===== config.mk =====
export PLATFORM = sky130hd
export DESIGN_NAME = div_share_arbiter
export DESIGN_NICKNAME = d
export VERILOG_FILES = /design/src/rtl/div_share_arbiter.sv
export SDC_FILE = /design/constraint.sdc
export NUM_CORES = 1
export LEC_CHECK = 0
export ABC_AREA = 1
export ABC_CLOCK_PERIOD_IN_PS = 4100
export BUFFER_PORTS_ARGS = -buffer_cell sky130_fd_sc_hd__buf_2
export CAP_MARGIN = 20
export CORE_AREA = 2 2 138 140
export CTS_CLUSTER_DIAMETER = 50
export DETAILED_ROUTE_END_ITERATION = 6
export DIE_AREA = 0 0 140 142
export PLACE_DENSITY = 0.67
export SLEW_MARGIN = 20
export SYNTH_ARGS = -nofsm -noshare
export SYNTH_HDL_FRONTEND = slang
export SYNTH_SLANG_ARGS = --single-unit

===== constraint.sdc =====
create_clock -name clk -period 4.1 [get_ports clk]
set_input_delay 0.205 -clock clk [delete_from_list [all_inputs] [get_ports clk]]
set_output_delay 0.205 -clock clk [all_outputs]
set_load 0.01 [all_outputs]

===== src/rtl/div_share_arbiter.sv =====
`timescale 1ns/1ps
`default_nettype none
// ============================================================================
// Module      : div_share_arbiter
// Description : Round-robin sharing of one multi-cycle mantissa divider among
//               NUM_REQ requesters, with operand screening and a watchdog.
// Revision    : 1.0 - initial release
// ============================================================================
module div_share_arbiter #(
  parameter int NUM_REQ  = 4,
  parameter int INWIDTH  = 24,
  parameter int OUTWIDTH = 24,
  parameter int TIMEOUT  = 64,
  parameter int IDXW     = $clog2(NUM_REQ)
) (
  input  logic                        clk,
  input  logic                        reset_n,
  input  logic [NUM_REQ-1:0]          req_valid,
  output logic [NUM_REQ-1:0]          req_ready,
  input  logic [NUM_REQ*INWIDTH-1:0]  req_dividend,
  input  logic [NUM_REQ*INWIDTH-1:0]  req_divisor,
  output logic [NUM_REQ-1:0]          resp_valid,
  input  logic [NUM_REQ-1:0]          resp_ready,
  output logic [OUTWIDTH-1:0]         resp_quotient,
  output logic [INWIDTH-1:0]          resp_remainder,
  output logic                        resp_error,
  output logic [IDXW-1:0]             resp_idx,
  output logic                        div_start,
  output logic [INWIDTH-1:0]          div_dividend,
  output logic [INWIDTH-1:0]          div_divisor,
  input  logic                        div_busy,
  input  logic                        div_done,
  input  logic [OUTWIDTH-1:0]         div_quotient,
  input  logic [INWIDTH-1:0]          div_remainder
);

  localparam int              WDW       = $clog2(TIMEOUT + 1);
  localparam logic [WDW-1:0]  c_WD_LAST = WDW'(TIMEOUT - 1);
  localparam logic [IDXW:0]   c_NREQ    = (IDXW + 1)'(NUM_REQ);

  typedef enum logic [1:0] {
    S_IDLE  = 2'd0,
    S_START = 2'd1,
    S_WAIT  = 2'd2,
    S_RESP  = 2'd3
  } state_t;

  state_t                r_state;
  state_t                w_state_nxt;
  logic [IDXW-1:0]       r_ptr;
  logic [IDXW-1:0]       r_gidx;
  logic [INWIDTH-1:0]    r_dvd;
  logic [INWIDTH-1:0]    r_dvs;
  logic [OUTWIDTH-1:0]   r_quot;
  logic [INWIDTH-1:0]    r_rem;
  logic                  r_err;
  logic [WDW-1:0]        r_wdog;

  logic                  w_gnt_any;
  logic [IDXW-1:0]       w_gnt_idx;
  logic [IDXW:0]         w_cand;
  logic                  w_grant;
  logic [INWIDTH-1:0]    w_op_a;
  logic [INWIDTH-1:0]    w_op_b;
  logic                  w_op_ok;
  logic                  w_wd_exp;

  // Scan from farthest to nearest so the nearest valid index after r_ptr wins.
  always_comb begin
    w_gnt_any = 1'b0;
    w_gnt_idx = '0;
    w_cand    = '0;
    for (int k = NUM_REQ; k >= 1; k--) begin
      w_cand = {1'b0, r_ptr} + (IDXW + 1)'(k);
      if (w_cand >= c_NREQ) begin
        w_cand = w_cand - c_NREQ;
      end
      if (req_valid[w_cand[IDXW-1:0]]) begin
        w_gnt_any = 1'b1;
        w_gnt_idx = w_cand[IDXW-1:0];
      end
    end
  end

  assign w_grant  = (r_state == S_IDLE) && !div_busy && w_gnt_any;
  assign w_op_a   = req_dividend[int'(w_gnt_idx) * INWIDTH +: INWIDTH];
  assign w_op_b   = req_divisor[int'(w_gnt_idx) * INWIDTH +: INWIDTH];
  assign w_op_ok  = w_op_a[INWIDTH-1] && w_op_b[INWIDTH-1];
  assign w_wd_exp = (r_wdog == c_WD_LAST);

  always_ff @(posedge clk or negedge reset_n) begin
    if (!reset_n) begin
      r_state <= S_IDLE;
    end else begin
      r_state <= w_state_nxt;
    end
  end

  always_comb begin
    w_state_nxt = r_state;
    req_ready   = '0;
    resp_valid  = '0;
    div_start   = 1'b0;
    case (r_state)
      S_IDLE: begin
        if (w_grant) begin
          req_ready[w_gnt_idx] = 1'b1;
          w_state_nxt          = w_op_ok ? S_START : S_RESP;
        end
      end
      S_START: begin
        div_start   = 1'b1;
        w_state_nxt = S_WAIT;
      end
      S_WAIT: begin
        if (div_done || w_wd_exp) begin
          w_state_nxt = S_RESP;
        end
      end
      S_RESP: begin
        resp_valid[r_gidx] = 1'b1;
        if (resp_ready[r_gidx]) begin
          w_state_nxt = S_IDLE;
        end
      end
      default: w_state_nxt = S_IDLE;
    endcase
  end

  always_ff @(posedge clk or negedge reset_n) begin
    if (!reset_n) begin
      r_ptr  <= IDXW'(NUM_REQ - 1);
      r_gidx <= '0;
      r_dvd  <= '0;
      r_dvs  <= '0;
      r_quot <= '0;
      r_rem  <= '0;
      r_err  <= 1'b0;
      r_wdog <= '0;
    end else begin
      case (r_state)
        S_IDLE: begin
          if (w_grant) begin
            r_dvd  <= w_op_a;
            r_dvs  <= w_op_b;
            r_gidx <= w_gnt_idx;
            r_ptr  <= w_gnt_idx;
            if (!w_op_ok) begin
              r_err  <= 1'b1;
              r_quot <= '0;
              r_rem  <= '0;
            end
          end
        end
        S_START: begin
          r_wdog <= '0;
        end
        S_WAIT: begin
          r_wdog <= r_wdog + 1'b1;
          // A done in the expiry cycle still delivers a good result.
          if (div_done) begin
            r_quot <= div_quotient;
            r_rem  <= div_remainder;
            r_err  <= 1'b0;
          end else if (w_wd_exp) begin
            r_quot <= '0;
            r_rem  <= '0;
            r_err  <= 1'b1;
          end
        end
        default: begin
        end
      endcase
    end
  end

  assign resp_quotient  = r_quot;
  assign resp_remainder = r_rem;
  assign resp_error     = r_err;
  assign resp_idx       = r_gidx;
  assign div_dividend   = r_dvd;
  assign div_divisor    = r_dvs;

endmodule
`default_nettype wire


# Yosys cells after proc, flatten, opt, wreduce, memory -nomap -nowiden
# Index checks and enable logic that the tools add are counted.
# classes
n_addsub	9
n_mul	1
n_lt_le_gt_ge	12
n_eq_ne	9
n_shift	2
mux	48
reduce_logical	13
# ops
op	n
24-bit two-way mux	5
24-bit case mux with 2 select lines	2
96-bit by 32-bit variable part select with 24-bit output	1
96-bit by 8-bit variable part select with 24-bit output	1
2-bit two-way mux	12
2-bit by 3-bit less-than comparator with 1-bit output, second input constant	6
1-bit two-way mux	16
7-bit case mux with 2 select lines	1
3-bit >= comparator, second input constant	4
4-bit two-way mux	3
1-bit binary-select mux with 2-bit select	5
2-bit inequality test, second input constant	4
2-bit case mux with 4 select lines	1
2-bit by 1-bit subtractor with 2-bit output, second input constant	4
7-bit by 1-bit adder with 7-bit output, second input constant	1
7-bit by 6-bit equality test with 1-bit output, second input constant	1
2-bit by 2-bit adder with 3-bit output, second input constant	2
1-bit logical AND	5
1-bit demux with 2-bit select	2
2-bit equality test, second input constant	2
2-bit by 1-bit >= comparator with 1-bit output, second input constant	2
2-bit by 2-bit multiplier with 4-bit output, second input constant	1
4-bit AND reduction	1
2-bit nonzero test	2
other kinds (10)	10
# totals
reg_bits	110
inputBits	252
out_inout_bits	108
word_cells	103

# Logic depth before layout (Yosys ltp)
# Gate-level depths: netlist of the first run.
# depth
word_depth	15
mapped_depth	19
ltp_nobuf	16

# Worst setup path before layout of the first run
# No wires, ideal clock.
# synth_path
kind	register -> output
start	register r_ptr[0]
end	output req_ready[1]
arrival_ns	1.939
required_time_ns	3.895
path_slack_ns	1.956
stages_incl_launch_ff	14
n_path_buf	3
cell_sequence	dfstp_2 > buf_6 > inv_4 > nand2_1 > nand3_1 > nand2_1 > inv_1 > nand2_1 > nand3_2 > nand2_4 > inv_1 > buf_2 > buf_2 > nor3_1
# synth_via
elab_chain_len	15
# synth_rtl
element	line_no	text
start, declared	50	logic [IDXW-1:0] r_ptr;
start signal, assigned	132	r_ptr <= IDXW'(NUM_REQ - 1);
start signal, assigned	147	r_ptr <= w_gnt_idx;
2-bit by 3-bit adder with 3-bit output	74	w_cand = {1'b0, r_ptr} + (IDXW + 1)'(k);
3-bit >= comparator / 2-bit by 1-bit subtractor with 2-bit output (equally long branches)	75, 76	
2-bit two-way mux	75	if (w_cand >= c_NREQ) begin
1-bit binary-select mux with 2-bit select	78	if (req_valid[w_cand[IDXW-1:0]]) begin
1-bit two-way mux (implied by the code)	78	
2-bit two-way mux (4 in a row)	78	
2-bit by 3-bit less-than comparator with 1-bit output (implied by the code) / 2-bit by 1-bit >= comparator with 1-bit output (equally long branches)	107	req_ready[w_gnt_idx] = 1'b1;
1-bit logical AND (implied by the code)	107	
1-bit two-way mux (implied by the code)	107	
1-bit demux with 2-bit select	107	
4-bit two-way mux (*)	106	if (w_grant) begin
4-bit two-way mux (*)	104	case (r_state)
end, declared	19	output logic [NUM_REQ-1:0] req_ready,
# Every way passes the cells marked *; elsewhere a longest branch is shown, timed or not. The select of a mux whose other input is x is not followed.

# Worst setup path in the final report of the first run
# layout_path
start	register r_ptr[0]
end	output req_ready[0]
# Same word-level chain as after synthesis.

==> results_dict.tcl, run 1 <==
set metrics [dict create \
    gp_congestion 0.9299 \
    core-area_um2 18460 \
    antenna_found_initial 2 \
    r2r_slack_ps 1360 \
    crit_cells 11 \
    seqPwrFrac_pct 23.0 \
    clk_path_buf_depth 2 \
    synth_cell_types 34 \
    dp_hpwl_um 17470 \
    synth_compound_gate_area_share_pct 1.874 \
    ys.flop_type "dfrtp_1" \
    path_buf_inv 3 \
    post_synth_and_or_nand_nor_area_fraction_pct 47.94 \
    grt_pass1_wl_um 37000 \
    r2r_end "resp_remainder[22]" \
    cts_setup_buffers 0 \
    netlist_area_um2 6611 \
    syn_to_final_growth_pct 33.27 \
    yosys_warnings 0 \
    drcViolationCount 14 \
    path_clk_slew_ps 80 \
    ys_top_cells_by_count "nand2_1, nand3_1, dfrtp_1" \
    combPwrFrac_pct 64.1 \
    status "complete, but fails checks" \
    fin_tns_setup_ps 0 \
    grt_max_degree 85 \
    finalCritPeriodShare_pct 72.35 \
    ff2ff_path_depth 17 \
    slowest_delay_ps 640 \
    ys_seq_area_share_pct 41.67 \
    hold_end "resp_quotient[22]" \
    io_pins 360 \
    holdBufCountCts 1 \
    leakage_nw 5.230 \
    power.internal_w 0.003433 \
    async_flop_share_pct 100.0 \
    clk_latency_ps 360 \
    cts_tree "built" \
    grt_overflow 0 \
    start_util_pct 35.82 \
    wl_um 23410 \
    post_synth_mux_area_share_pct 0 \
    drt_iter0_markers 505 \
    synth_edf_count 0 \
    port_buffers 359 \
    rows 50 \
    p_sw_w 0.003853 \
    synth_nets 1248 \
    wl_per_cell_um 15.11 \
    maxCapViolations 0 \
    dp_cells 1531 \
    fmax_ghz 0.3371 \
    synth_top_family_by_area "simple AND/OR/NAND/NOR gates" \
    path_class "flop to primary output" \
    pwr-share-clk_pct 12.9 \
    viasPerCell 4.903 \
    die_x_um 140 \
    final_max_slew_viol_count 0 \
    vias 7600 \
    ys_seq_elements 110 \
    crit_chain "inv_4, nand2_2, nand2_1, nand2_1, nand2_2, nand2_1, nand3_2, nand2_4, buf_4, nor3_1, buf_2" \
    synth_most_common_cell "nand2_1" \
    critPathTopFamily "buffers and inverters" \
    firstDrtPassIters 7 \
    setup_viol 0 \
    worst_pin_slew_ps 813.1 \
    cts_buffers 9 \
    hold_depth 5 \
    synthAdderAreaFrac_pct 0.9463 \
    drtAntennaViolNets 0 \
    htree_levels 3 \
    yosys-top-cells-area "dfrtp_1, nand2_1, nand3_1" \
    synthXorXnorAreaFrac_pct 0.1325 \
    arrival_ps 2760 \
    timing.rr.start "r_ptr[0]" \
    fin_crit_ps 2966 \
    rsz0062_at_grt "false" \
    hold_viol_final 0 \
    yosys.area.top_type "dfrtp_1" \
    relSlewSlack_pct 45.79 \
    worstHoldPathType "input port to flop" \
    die_h_um 142 \
    drive_gt1_share_pct 32.19 \
    fin_cells 1550 \
    cts-root-buf "clkbuf_16" \
    grt_pass1_vias 7313 \
    finClkSkew_ps 7.949 \
    syn-mean-instance-area_um2 6.671 \
    grt_use_total_pct 23.13 \
    die_area_um2 19880 \
    p_sw_share_pct 52.88 \
    synth_cells 991 \
    power_per_cell_area_nw_per_um2 826.9 \
    crit_required_ps 3890 \
    final_nets 1566 \
    cts_sinks 110 \
    violations "DRC" \
    critPathMostFrequentCell "nand2_1" \
    cp-start-kind "flop" \
    cp_max_fo 84 \
    slowest_stage "buf_4" \
    worst_setup_path_end_kind "primary output" \
    hp-start "div_quotient[22]" \
    synth_top_area_share_pct 40.88 \
    ir_worst_vdd_uv 699.6 \
    n_fill_cell 1933 \
    cts_resized 0 \
]
[final cells by class]
| cell class | count | area [um2] | area share [%] |
|---|---|---|---|
| Clock buffer | 12 | 266.5 | 3.025 |
| Tap cell | 234 | 292.8 | 3.323 |
| Sequential cell | 110 | 2755 | 31.27 |
| Clock inverter | 4 | 52.55 | 0.5964 |
| Timing Repair Buffer | 373 | 1919 | 21.78 |
| Antenna cell | 2 | 5.005 | 0.05680 |
| Multi-Input combinational cell | 777 | 3374 | 38.30 |
| Inverter | 38 | 145.1 | 1.647 |
[cell families after synthesis]
logic type / after synthesis
xor+xnor: 1
simple gates: 749
compound gates: 22
fa+ha+maj: 5
buf+inv: 104
flops: 110
[cells in the final DEF (no fill, tap or decap), drive strengths merged]
master,count
nand2,474
a31oi,2
diode,2
inv,38
buf,372
clkinv,3
a21oi,12
nor3,10
o311ai,1
nand3b,1
o22ai,1
dlygate4sd3,1
a211oi,1
nand3,201
clkbuf,12
nor2,63
ha,5
bufinv,1
dfrtp,108
dfstp,2
o21ai,5
xor2,1
[metal layers]
| layer | wire length [um] | vias up | share of wire, % | GRT usage, % |
|---|---|---|---|---|
| met5 | 38 | - | 0.16 | 1.504 |
| met4 | 1071 | 2 | 4.6 | 11.54 |
| met3 | 1693 | 60 | 7.2 | 5.249 |
| met2 | 11270 | 314 | 48 | 39.15 |
| met1 | 9337 | 3453 | 40 | 27.77 |
| li1 | - | 3771 | - | - |
[metrics by stage]
stage	instance area, um2	hold WS [ps]	power, W	setup slack (ps)	utilization (%)
2_1_floorplan	6611	-90.59	0.005149	1956	-
3_3_place_gp	8477	310.2	0.006291	1513	45.93
3_5_place_dp	8477	312.5	0.006361	1422	45.93
4_1_cts	8806	153.9	0.007330	1135	47.72
5_1_grt	8811	183.2	0.007988	882.9	47.74
6_report	8811	162.3	0.007286	1134	47.74
[flip-flops by register name, indices dropped and copies added, names as in the netlist]
signal	cells
r_state	2
div_dividend	24
resp_remainder	24
r_wdog	7
resp_idx	2
div_divisor	24
resp_quotient	24
resp_error	1
r_ptr	2
[worst reg2reg max path, cell delays in order, from the launching register on]
cell and delay (ps):
dfstp_2 620, inv_4 80, nand2_2 60, nand2_1 60, nand2_1 90, nand2_2 70, nand2_1 110, nand2_1 80
nand2_2 130, nand2_4 140, nand2_1 100, nand3_1 90, nand2_1 140, nand3_4 90, nand2_2 270, buf_4 380
nand2_1 100, nand2_1 70
[worst max path at each step]
stage | from | to | slack, ps
finish | r_ptr[0] | req_ready[0] | 1130
floorplan | r_ptr[0] | req_ready[1] | 1960
global placement | r_ptr[0] | resp_remainder[16] | 1510
CTS | r_ptr[0] | req_ready[0] | 1140
global route | r_ptr[0] | req_ready[0] | 880
detailed placement | r_ptr[0] | resp_remainder[17] | 1420
[power by group through the flow]
stage	clock, W	combinational (W)	sequential [W]
after floorplan	0	0.00333	0.00182
after global placement	0	0.00460	0.00169
after detailed placement	0	0.00467	0.00169
after CTS	0.000967	0.00468	0.00168
after global routing	0.000998	0.00527	0.00172
final	0.000939	0.00467	0.00168
(Power assumes the default switching activity.)
==> inputs of run 2 (changes only) <==
--- a/config.mk
+++ b/config.mk
@@ -6,7 +6,7 @@
 export NUM_CORES = 1
 export LEC_CHECK = 0
 export ABC_AREA = 1
-export ABC_CLOCK_PERIOD_IN_PS = 4100
+export ABC_CLOCK_PERIOD_IN_PS = 3000
 export BUFFER_PORTS_ARGS = -buffer_cell sky130_fd_sc_hd__buf_2
 export CAP_MARGIN = 20
 export CORE_AREA = 2 2 138 140
==> constraint.sdc (replaced) <==
create_clock -name clk -period 3 [get_ports clk]
set_input_delay 0.15 -clock clk [delete_from_list [all_inputs] [get_ports clk]]
set_output_delay 0.15 -clock clk [all_outputs]
set_load 0.01 [all_outputs]
==> run 2 against run 1 <==
  * Worst setup slack lost 900 ps
  * Global-route usage shrank 0.51 points
  * Sequential cell count is the same
  * Wire length shrank 2.3%
  * Critical path depth grew 1
  * Clock skew shrank 0.91 ps
  * The flow still finishes with violations (DRC)
  * Register-to-register slack lost 910 ps
  * Combinational power grew 39%
  * Final area grew 0.36%
  * Critical path type unchanged
  * First-iteration DRC count shrank 1.8%
==> results_dict.tcl, run 2 (synthesis gave the netlist of run 1 again) <==
set metrics [dict create \
    grt_pass1_vias 7156 \
    power.internal_w 0.004676 \
    antenna_found_initial 2 \
    path_clk_slew_ps 80 \
    grt_max_degree 83 \
    fin_cells 1551 \
    grtUsageMet1_pct 28.40 \
    rows 50 \
    pwr-share-clk_pct 11.8 \
    cts-root-buf "clkbuf_16" \
    cp_max_fo 61 \
    status "complete, but fails checks" \
    drt_iter0_markers 496 \
    ff_latch_area_um2 2755 \
    multi_input_area_um2 3379 \
    worstHoldPathType "input port to flop" \
    fmax_ghz 0.3620 \
    maxCapViolations 0 \
    combPwrFrac_pct 65.2 \
    arrival_ps 2610 \
    worst_pin_slew_ps 759.8 \
    seqPwrFrac_pct 23.1 \
    syn_to_final_growth_pct 33.74 \
    die_area_um2 19880 \
    r2r_slack_ps 450 \
    path_class "flop to primary output" \
    grt.busiest_layer "met2" \
    drtAntennaViolNets 0 \
    hold_viol_final 0 \
    wl_um 22860 \
    final_max_slew_viol_count 0 \
    critPathLaunch "r_ptr[0]" \
    fin_tns_setup_ps 0 \
    hp-start "req_divisor[15]" \
    setup_viol 0 \
    cts_tree "built" \
    leakage_nw 5.235 \
    htree_levels 3 \
    violations "DRC" \
    finClkSkew_ps 7.037 \
    cts_buffers 9 \
    layout_common_cells "nand2_1, buf_2, nand3_1" \
    cts_sinks 110 \
    cp-start-kind "flop" \
    gp_congestion 0.8914 \
    die_x_um 140 \
    start_util_pct 35.82 \
    layout_commonest_cell "nand2_1" \
    worst_setup_path_end_kind "primary output" \
    grt_use_met3_pct 3.735 \
    ir_worst_vdd_uv 722.6 \
    relSlewSlack_pct 48.70 \
    dp_cells 1532 \
    crit_required_ps 2850 \
    grt_pass1_wl_um 36340 \
    p_sw_w 0.005293 \
    viasPerCell 4.873 \
    timing.hold.ws_ps 106.7 \
    drive_gt1_share_pct 32.24 \
    finalCritPeriodShare_pct 92.08 \
    n_fill_cell 1924 \
    grt_overflow 0 \
    rsz0062_at_grt "false" \
    use_met2_pct 39.12 \
    wl_per_cell_um 14.74 \
    p_sw_share_pct 53.09 \
    drcViolationCount 14 \
    power_w 0.009970 \
    timing.rr.start "r_ptr[0]" \
    grt_use_total_pct 22.62 \
    clk_latency_ps 350 \
    die_h_um 142 \
    port_buffers 359 \
    clk_path_buf_depth 2 \
    power_per_cell_area_nw_per_um2 1128 \
    vias 7558 \
    firstDrtPassIters 7 \
    fin_crit_ps 2763 \
    final_nets 1567 \
    dp_hpwl_um 16910 \
    core-area_um2 18460 \
    io_pins 360 \
]
## run 2: path summary, 6_finish.rpt
check,end,cells past startpoint
setup / recovery,req_ready[1],12
hold / removal,div_divisor[15],5
setup reg to reg,resp_remainder[14],15
hold reg to reg,resp_remainder[13],2
max in group asynchronous,r_ptr[1],3
min in group asynchronous,div_dividend[22],2
## run 2: what timing repair did
action | CTS | global route
hold endpoints to repair | 51 | 0
hold buffers | 1 | 0
setup buffers | 0 | 0
gates resized for setup | 0 | 2
setup endpoints to repair | 0 | 3
## run 2: layout make-up
cell class | count | area share [%]
diodes | 2 | 0.05660
well taps | 234 | 3.311
flip-flops and latches | 110 | 31.16
inverters | 38 | 1.641
clock inverters | 6 | 0.5094
repair buffers | 374 | 22.40
multi-input cells | 777 | 38.22
clock buffers | 10 | 2.703
## run 2: power groups by stage
stage          clock [W]  sequential (W)  combinational (W)
3_5_place_dp           0         0.00231            0.00651
2_1_floorplan          0         0.00248            0.00455
4_1_cts          0.00122         0.00230            0.00651
5_1_grt          0.00126         0.00237            0.00729
6_report         0.00117         0.00230            0.00650
3_3_place_gp           0         0.00231            0.00646
## run 2: worst max-delay path, stage by stage (launching register included)
cell and delay (ps):
dfstp_2 630, inv_4 90, nand2_1 90, nand3_1 100, nand2_1 90, inv_1 40, nand2_1 90, nand3_2 160
nand2_4 260, inv_2 70, buf_6 240, nor3_1 240, buf_2 170
## run 2: routing by layer
metal / vias to the layer above / routed length, um
met5: - / 0
met4: 0 / 692
met3: 42 / 1298
met2: 279 / 11320
met1: 3462 / 9557
li1: 3775 / -
## run 2: stage by stage
step | cell area [um2] | utilization (%) | worst slack, ps
floorplan | 6611 | - | 888.4
global placement | 8534 | 46.24 | 408.6
detailed placement | 8534 | 46.24 | 407.5
CTS | 8828 | 47.84 | 118.1
global route | 8842 | 47.91 | 12.63
finish | 8842 | 47.91 | 237.5
